File: src/rtl/dec_pkg.sv
// Shared types and helpers for the binary-to-one-hot decoder.
//   dec_state_t : sweep FSM states (IDLE accepts codes, SCAN walks all outputs)
//   onehot()    : per-bit compare decoder; callers truncate to their OUT_N
package dec_pkg;

  // Widest one-hot word the helper can produce.
  localparam int unsigned DEC_MAX_N = 256;

  typedef enum logic {DEC_IDLE, DEC_SCAN} dec_state_t;

  // Bit i is set when code == i and i < n; codes >= n give an all-zero word.
  function automatic logic [DEC_MAX_N-1:0] onehot(input logic [31:0] code,
                                                  input int unsigned n);
    logic [DEC_MAX_N-1:0] r;
    r = '0;
    for (int unsigned i = 0; i < DEC_MAX_N; i++) begin
      r[i] = (i < n) && (code == i);
    end
    return r;
  endfunction

endpackage

File: src/rtl/decoder_nto1hot_pipe_out_reg.sv
// dec_out_reg: valid/ready output register of the decoder.
//   clk, rst        clock, asynchronous active-high reset
//   ld_en           register may update this cycle (downstream can take a beat)
//   ld_valid        a new beat is presented; when 0 the register only drops out_valid
//   ld_onehot/code  beat payload
//   ld_err/err      range-error flag, present only with DEC_RANGE_ERR_EN
//   out_valid, d_out, d_code  registered beat
module dec_out_reg #(
  parameter int unsigned IN_W  = 3,
  parameter int unsigned OUT_N = 8
) (
  input  logic             clk,
  input  logic             rst,
  input  logic             ld_en,
  input  logic             ld_valid,
  input  logic [OUT_N-1:0] ld_onehot,
  input  logic [IN_W-1:0]  ld_code,
`ifdef DEC_RANGE_ERR_EN
  input  logic             ld_err,
  output logic             err,
`endif
  output logic             out_valid,
  output logic [OUT_N-1:0] d_out,
  output logic [IN_W-1:0]  d_code
);

  // Payload only changes when a real beat is loaded; an empty load just
  // clears out_valid.
  always_ff @(posedge clk or posedge rst) begin
    if (rst) begin
      out_valid <= 1'b0;
      d_out     <= '0;
      d_code    <= '0;
    end else if (ld_en) begin
      out_valid <= ld_valid;
      if (ld_valid) begin
        d_out  <= ld_onehot;
        d_code <= ld_code;
      end
    end
  end

`ifdef DEC_RANGE_ERR_EN
  always_ff @(posedge clk or posedge rst) begin
    if (rst) begin
      err <= 1'b0;
    end else if (ld_en && ld_valid) begin
      err <= ld_err;
    end
  end
`endif

endmodule

File: src/rtl/decoder_nto1hot_pipe.sv
// decoder_nto1hot_pipe: registered binary-to-one-hot decoder with a
// valid/ready output stage and a SCAN sweep that walks a one-hot through
// every output (register-file write-select generator).
//   clk, rst              clock, asynchronous active-high reset
//   in_valid/in_ready/d_in  input code handshake (in_ready ignores in_valid)
//   scan_start            one-cycle sweep request (ignored while sweeping)
//   scan_busy             FSM is in SCAN
//   scan_done             one-cycle pulse after the last sweep beat is loaded
//   out_valid/out_ready   output handshake
//   d_out, d_code         one-hot word and the code that produced it
//   err                   code >= OUT_N for the held beat (DEC_RANGE_ERR_EN only)
// Optional feature macro: DEC_RANGE_ERR_EN
module decoder_nto1hot_pipe
  import dec_pkg::*;
#(
  parameter int unsigned IN_W  = 3,
  parameter int unsigned OUT_N = 8
) (
  input  logic             clk,
  input  logic             rst,
  input  logic             in_valid,
  output logic             in_ready,
  input  logic [IN_W-1:0]  d_in,
  input  logic             scan_start,
  output logic             scan_busy,
  output logic             scan_done,
  output logic             out_valid,
  input  logic             out_ready,
  output logic [OUT_N-1:0] d_out,
  output logic [IN_W-1:0]  d_code
`ifdef DEC_RANGE_ERR_EN
  ,
  output logic             err
`endif
);

  localparam logic [IN_W-1:0] LAST_CODE = IN_W'(OUT_N - 1);

  dec_state_t      state, state_n;
  logic [IN_W-1:0] scan_cnt, scan_cnt_n;
  logic            scan_done_n;

  logic             load;
  logic             ld_valid;
  logic [IN_W-1:0]  ld_code;
  logic [OUT_N-1:0] ld_onehot;
`ifdef DEC_RANGE_ERR_EN
  logic             ld_err;
`endif

  assign load      = !out_valid || out_ready;
  assign scan_busy = (state == DEC_SCAN);

  always_ff @(posedge clk or posedge rst) begin
    if (rst) begin
      state     <= DEC_IDLE;
      scan_cnt  <= '0;
      scan_done <= 1'b0;
    end else begin
      state     <= state_n;
      scan_cnt  <= scan_cnt_n;
      scan_done <= scan_done_n;
    end
  end

  always_comb begin
    state_n     = state;
    scan_cnt_n  = scan_cnt;
    scan_done_n = 1'b0;
    in_ready    = 1'b0;
    ld_valid    = 1'b0;
    ld_code     = d_in;
`ifdef DEC_RANGE_ERR_EN
    ld_err      = 1'b0;
`endif
    unique case (state)
      DEC_IDLE: begin
        // A sweep request wins over a same-cycle input code.
        in_ready = load && !scan_start;
        ld_valid = in_valid && in_ready;
`ifdef DEC_RANGE_ERR_EN
        ld_err   = (32'(d_in) >= OUT_N);
`endif
        if (scan_start) begin
          state_n    = DEC_SCAN;
          scan_cnt_n = '0;
        end
      end
      DEC_SCAN: begin
        ld_valid = 1'b1;
        ld_code  = scan_cnt;
        // The counter only moves when its beat is actually loaded, so a
        // stall can neither skip nor repeat a sweep position.
        if (load) begin
          if (scan_cnt == LAST_CODE) begin
            state_n     = DEC_IDLE;
            scan_cnt_n  = '0;
            scan_done_n = 1'b1;
          end else begin
            scan_cnt_n = scan_cnt + IN_W'(1);
          end
        end
      end
      default: state_n = DEC_IDLE;
    endcase
    ld_onehot = OUT_N'(onehot(32'(ld_code), OUT_N));
  end

  dec_out_reg #(
    .IN_W  (IN_W),
    .OUT_N (OUT_N)
  ) u_out_reg (
    .clk       (clk),
    .rst       (rst),
    .ld_en     (load),
    .ld_valid  (ld_valid),
    .ld_onehot (ld_onehot),
    .ld_code   (ld_code),
`ifdef DEC_RANGE_ERR_EN
    .ld_err    (ld_err),
    .err       (err),
`endif
    .out_valid (out_valid),
    .d_out     (d_out),
    .d_code    (d_code)
  );

endmodule

File: config.mk
export PLATFORM = sky130hd
export DESIGN_NAME = decoder_nto1hot_pipe
export DESIGN_NICKNAME = d
export VERILOG_FILES = /design/src/rtl/dec_pkg.sv /design/src/rtl/decoder_nto1hot_pipe_out_reg.sv /design/src/rtl/decoder_nto1hot_pipe.sv
export SDC_FILE = /design/constraint.sdc
export NUM_CORES = 1
export LEC_CHECK = 0
export ABC_AREA = 1
export CORE_MARGIN = 4
export CORE_UTILIZATION = 41
export DETAILED_ROUTE_END_ITERATION = 10
export PLACE_DENSITY = 0.73
export SYNTH_ARGS = -nofsm -noshare
export SYNTH_HDL_FRONTEND = slang
export SYNTH_SLANG_ARGS = --single-unit
File: constraint.sdc
create_clock -name clk -period 1.1 [get_ports clk]
set_input_delay 0.165 -clock clk [delete_from_list [all_inputs] [get_ports clk]]
set_output_delay 0.165 -clock clk [all_outputs]
set_load 0.1 [all_outputs]
==> flow_summary.ini, run 1 <==
[place]
hpwlAfterDp_mm = 1.510
gp_congestion = 0.7045
dpl.cell_count = 154
dpl_cell_area_sq_mm = 0.001326
io_buffers = 22

[run_status]
status = did not finish
haltStage = global routing (5_1_grt)
error = [ERROR DPL-0033] detailed placement checks failed during check placement.

[synth]
yosys-top-cells-area = dfrtp_1 (53%), nand2_1 (18%), o21ai_0 (4.3%)
syn-cell-area_sq_um = 805.8
ys_seq_area_frac = 0.5280
synth_nets = 106
yosys_register_bits = 17
synth_cell_type_count = 16
synth_area_leader_cell = dfrtp_1
syn_area_per_cell_sq_um = 8.393
synth_top_cell_area_share = 0.5280
synth_cells = 96
synth_warnings = 0

[clock_network]
numCtsBuffers = 3
cts_root_buffer = clkbuf_4
cts.path.max_buffers = 2
ctsHoldBuffers = 0
clkSinkCount = 17
htree_levels = 1

[grt]
grt_max_degree = 18
antenna_found_initial = 0

[die]
placement_rows = 15
initial_core_util = 0.4472
die_x_microns = 52.33
pin_count = 23
fp.dieH_microns = 52.33
synth_stat cells:
master   number
nand2_1      38
dfrtp_1      17
inv_1         8
nor2_1        8
o21ai_0       7
nor2_2        3
buf_6         2
ha_1          2
nand2_2       2
nand2_4       2
o21ai_1       2
a21oi_1       1
inv_2         1
inv_6         1
nand3_1       1
o21ai_2       1
repair_timing:
action	in CTS
setup endpoints to repair	17
pin swaps	8
gates cloned	1
gates resized for setup	26
setup buffers	3
cell families after synthesis:
group	synth area share
adder cells (fa/ha/maj)	0.03105
buffers and inverters	0.08074
flip-flops	0.5280
AND/OR/NAND/NOR	0.2873
AO/OA/AOI/OAI	0.07297
per-stage QoR:
| step | worst slack [ns] | hold WS [ns] | utilization | setup TNS, ns |
|---|---|---|---|---|
| after floorplan | -0.3720 | 0.09111 | - | -3.147 |
| after global placement | -0.2068 | 0.4883 | 0.7361 | -2.524 |
| after detailed placement | -0.2314 | 0.4919 | 0.7361 | -3.301 |
| after CTS | -0.2828 | 0.1640 | 0.8278 | -2.568 |
==> run 2: changes to the inputs <==
--- a/config.mk
+++ b/config.mk
@@ -6,10 +6,10 @@
 export NUM_CORES = 1
 export LEC_CHECK = 0
 export ABC_AREA = 1
-export CORE_MARGIN = 4
-export CORE_UTILIZATION = 41
+export CORE_AREA = 4 4 65 67
 export DETAILED_ROUTE_END_ITERATION = 10
-export PLACE_DENSITY = 0.73
+export DIE_AREA = 0 0 69 71
+export PLACE_DENSITY_LB_ADDON = 0.15
 export SYNTH_ARGS = -nofsm -noshare
 export SYNTH_HDL_FRONTEND = slang
 export SYNTH_SLANG_ARGS = --single-unit
==> constraint.sdc (replaced) <==
create_clock -name clk -period 1.4 [get_ports clk]
set_input_delay 0.21 -clock clk [delete_from_list [all_inputs] [get_ports clk]]
set_output_delay 0.21 -clock clk [all_outputs]
set_load 0.1 [all_outputs]
==> flow_summary.ini, run 2 <==
[sta]
period_share = 0.9709
hold-worst-slack_ns = 0.2627
worstMarginPinSlew_ns = 0.3260
clock_skew_ns = 0.005373
slew_violations = 0
final.setup.worst_slack_ns = 0.04078
hold_viol_final = 0
max_freq_ghz = 0.7357
setup_viol = 0
fin_crit_ns = 1.359
rsz0062_at_grt = false
slew_headroom = 0.7804

[route]
postRouteAntennaNets = 0
drc = 0
via_count = 665
wl_per_cell_microns = 10.76
drtIter0Drc = 14
viasPerCell = 3.822
dr.pass1.iters = 4
wirelength_mm = 1.872

[clock_network]
cts_root_buffer = clkbuf_8
clk_pin_slew_ns = 0.07
cts.path.max_buffers = 2
clk_latency_ns = 0.25
htree_levels = 1
numCtsBuffers = 3
clkSinkCount = 17
ctsResizeCount = 0
cts_tree = built

[place]
hpwlAfterDp_mm = 1.421
place_ws_ns = -0.01845
io_buffers = 22
gp_congestion = 0.7080
dpl_cell_area_sq_mm = 0.001281

[synth]
async_flop_share = 1.000
synth_cell_type_count = 16
synth_cells = 96
synth_warnings = 0
yosys_register_bits = 17
synth_edf_count = 0
yosys-top-cells-area = dfrtp_1 (53%), nand2_1 (18%), o21ai_0 (4.3%)
synth_nets = 106
synth_most_common_cell = nand2_1
ys_seq_area_frac = 0.5280
synth_area_leader_cell = dfrtp_1
synth_top_cell_area_share = 0.5280
syn_area_per_cell_sq_um = 8.393
synth_commonest_cells = nand2_1 (38), dfrtp_1 (17), inv_1 (8), nor2_1 (8), o21ai_0 (7)
ys.flop_type = dfrtp_1
syn-cell-area_sq_um = 805.8

[final_layout]
largest_reg_flops = 8
fillers = 401
antennaDiodeCount = 0
syn_to_final_growth_pct = 66.46
drive_gt1_frac = 0.3095
regMostFlops = u_out_reg.d_out
final_area_sq_mm = 0.001341
nets = 137
post-route-util = 0.3691
reg_top3 = u_out_reg.d_out x8, scan_cnt x3, u_out_reg.d_code x3
final_common_cell = nand2_1
final_cell_mix = nand2_1 (36), buf_12 (16), dfrtp_1 (15), inv_1 (8)

[flow_run]
max_cap_violations = 0

[critical_path]
worst_path_max_delay_cell = dfrtp_4
cp-end-kind = output port
worst-path-buf-inv = 1
crit_family = flip-flops
arrival_ns = 1.15
start_kind = flop
slowest_delay_ns = 0.57
path_cells = nor2_4, buf_12
path_max_fanout = 11
worstPathRequired_ns = 1.19
crit_type = flop to output port

[worst_hold_path]
holdCritPathClass = input port to async pin

[die]
die-area_sq_mm = 0.004899
coreArea_sq_mm = 0.003633
placement_rows = 22
die_x_microns = 69
pin_count = 23
fp.dieH_microns = 71
initial_core_util = 0.2218

[grt]
antenna_found_initial = 0
globalRouteTotalUtil = 0.08361
grt_pass1_vias = 684
grt_first_pass_wirelength_mm = 3.243
grt-ovfl-total = 0
grt_max_degree = 18

[run_status]
status = finished clean
-- run 2: logic make-up (layout without fill, tap and decap cells) --
kind of cell	Yosys count	after routing	share of synthesized area
AO/OA/AOI/OAI	11	11	0.07297
buffers and inverters	12	42	0.08074
AND/OR/NAND/NOR	54	54	0.2873
flip-flops	17	17	0.5280
adder cells (fa/ha/maj)	2	2	0.03105
-- run 2: layer usage --
metal,vias up,global-route usage,part of all wire
met3,2,0.02273,0.038
li1,355,-,-
met1,294,0.1041,0.47
met2,14,0.1282,0.47
met4,0,0.05206,0.023
met5,-,0,0
-- run 2: worst paths after layout --
path | startpoint | endpoint | slack (ns) | cells past startpoint
setup / recovery | scan_busy | in_ready | 0.04 | 2
hold / removal | rst | scan_cnt[1] | 0.26 | 3
setup reg to reg | scan_busy | u_out_reg.d_out[7] | 0.16 | 4
hold reg to reg | u_out_reg.d_out[5] | u_out_reg.d_out[5] | 0.54 | 2
max in group asynchronous | rst | u_out_reg.out_valid | 0.93 | 3
min in group clk | u_out_reg.d_out[5] | u_out_reg.d_out[5] | 0.54 | 2
-- run 2: layout make-up --
cell class | count | area [sq um] | area share
multi-input combinational | 67 | 332.8 | 0.2481
tap | 48 | 60.06 | 0.04478
clock buffer | 4 | 45.04 | 0.03358
inverter | 10 | 42.54 | 0.03172
timing repair buffer | 28 | 427.9 | 0.3190
sequential | 17 | 432.9 | 0.3228
-- run 2: worst min-delay path, stage by stage --
cell	delay, ns
clkdlybuf4s50_1	0.39
inv_1	0.05
buf_4	0.24
-- run 2: repair_timing --
item                                   CTS  global route
hold buffers                             0             0
setup endpoints to repair                1             1
endpoints found under the hold margin    0             0
pin swaps                                1             1
buffers inserted                         2             0
-- run 2: through the flow --
step,TNS (ns),instances
3_5_place_dp,-0.05148,168
3_3_place_gp,-0.0008820,168
5_1_grt,0,174
6_report,0,174
4_1_cts,0,174
2_1_floorplan,-0.1184,96
Power of run 2 is not shown: default switching activity piles up to over one toggle a cycle in this logic, so the estimate is an artifact.
==> run 3: changes to the inputs <==
--- a/config.mk
+++ b/config.mk
@@ -6,9 +6,9 @@
 export NUM_CORES = 1
 export LEC_CHECK = 0
 export ABC_AREA = 1
-export CORE_AREA = 4 4 65 67
+export CORE_AREA = 5 5 66 68
 export DETAILED_ROUTE_END_ITERATION = 10
-export DIE_AREA = 0 0 69 71
+export DIE_AREA = 0 0 71 73
 export PLACE_DENSITY_LB_ADDON = 0.15
 export SYNTH_ARGS = -nofsm -noshare
 export SYNTH_HDL_FRONTEND = slang
==> constraint.sdc (replaced) <==
create_clock -name clk -period 1.6 [get_ports clk]
set_input_delay 0.24 -clock clk [delete_from_list [all_inputs] [get_ports clk]]
set_output_delay 0.24 -clock clk [all_outputs]
set_load 0.1 [all_outputs]
==> flow_summary.ini, run 3 (synthesized netlist as in run 2, its figures left out) <==
[final_layout]
fillers = 416
final_common_cell = nand2_1
syn_to_final_growth_pct = 59.94
drive_gt1_frac = 0.2727
nets = 132
antennaDiodeCount = 0
regMostFlops = u_out_reg.d_out
reg_top3 = u_out_reg.d_out x8, scan_cnt x3, u_out_reg.d_code x3
final_cell_mix = nand2_1 (37), buf_12 (15), dfrtp_1 (15), inv_1 (8)
post-route-util = 0.3393
largest_reg_flops = 8

[grt]
grt-ovfl-total = 0
globalRouteTotalUtil = 0.08676
antenna_found_initial = 0
grt_first_pass_wirelength_mm = 3.408
grt_pass1_vias = 711
grt_max_degree = 18

[sta]
max_freq_ghz = 0.6624
worstMarginPinSlew_ns = 0.3304
fin_crit_ns = 1.510
setup_viol = 0
clock_skew_ns = 0.0009696
final.setup.tns_ns = 0
period_share = 0.9435
rsz0062_at_grt = false
slew_headroom = 0.7774
hold_viol_final = 0
slew_violations = 0

[route]
viasPerCell = 3.959
postRouteAntennaNets = 0
via_count = 677
wirelength_mm = 1.957
wl_per_cell_microns = 11.44
dr.pass1.iters = 4
drtIter0Drc = 38
drc = 0

[critical_path]
arrival_ns = 1.27
start_kind = flop
crit_type = flop to output port
worstPathRequired_ns = 1.36
cp-end-kind = output port
path_max_fanout = 5

[clock_network]
post-cts-setup-buffers = 0
clk_latency_ns = 0.26
cts_root_buffer = clkbuf_8
numCtsBuffers = 3
ctsHoldBuffers = 0
ctsResizeCount = 0
clk_pin_slew_ns = 0.06
clkSinkCount = 17
htree_levels = 1
cts.path.max_buffers = 2
cts_tree = built

[die]
initial_core_util = 0.2121
coreArea_sq_mm = 0.003799
placement_rows = 23
pin_count = 23
die_x_microns = 71
fp.dieH_microns = 73
die-area_sq_mm = 0.005183

[run_status]
status = finished clean

[worst_hold_path]
holdCritPathClass = input port to async pin

[place]
gp_congestion = 0.7510
io_buffers = 22
hpwlAfterDp_mm = 1.482

[flow_run]
max_cap_violations = 0
==> run 3: cell count changes in the layout (fill, tap and decap cells not counted), sizes merged <==
cell,previous run,this run
buf,21,16
==> run 3: layout make-up <==
type	count	area (sq um)	share of cell area
Clock buffer	4	45.04	0.03495
Timing Repair Buffer	23	377.9	0.2932
Multi-Input combinational cell	67	330.3	0.2563
Sequential cell	17	430.4	0.3340
Inverter	10	42.54	0.03301
Tap cell	50	62.56	0.04854
==> run 3: critical path, cell delays in order (launching register included) <==
cell	delay, ns
dfrtp_4	0.50
nand2_4	0.11
nand2_1	0.09
nor2_4	0.13
buf_12	0.18
==> run 3: stage by stage <==
stage | hold WS [ns] | std cells | setup slack [ns] | area, sq um
global placement | 0.5300 | 167 | 0.1139 | 1244
floorplan | 0.1660 | 96 | 0.01364 | 825.8
CTS | 0.2564 | 171 | 0.07875 | 1289
finish | 0.2353 | 171 | 0.09042 | 1289
detailed placement | 0.5274 | 167 | 0.1006 | 1244
global route | 0.2720 | 171 | 0.04549 | 1289
==> run 3: worst paths after layout <==
| check | startpoint | endpoint | slack (ns) | cells past startpoint |
|---|---|---|---|---|
| min | rst | scan_done | 0.24 | 2 |
| max | u_out_reg.out_valid | in_ready | 0.09 | 4 |
| min reg2reg | u_out_reg.d_out[3] | u_out_reg.d_out[3] | 0.55 | 2 |
| max reg2reg | scan_busy | u_out_reg.d_out[2] | 0.33 | 6 |
| max in group asynchronous | rst | scan_cnt[2] | 0.90 | 3 |
| min in group clk | u_out_reg.d_out[3] | u_out_reg.d_out[3] | 0.55 | 2 |
==> run 3: per-layer routing <==
| layer | up-vias | part of all wire | global-route usage |
|---|---|---|---|
| li1 | 345 | - | - |
| met1 | 311 | 0.42 | 0.09806 |
| met2 | 15 | 0.50 | 0.1432 |
| met3 | 6 | 0.041 | 0.01653 |
| met4 | 0 | 0.036 | 0.06889 |
| met5 | - | 0 | 0 |
Power of run 3 is left out for the same reason.
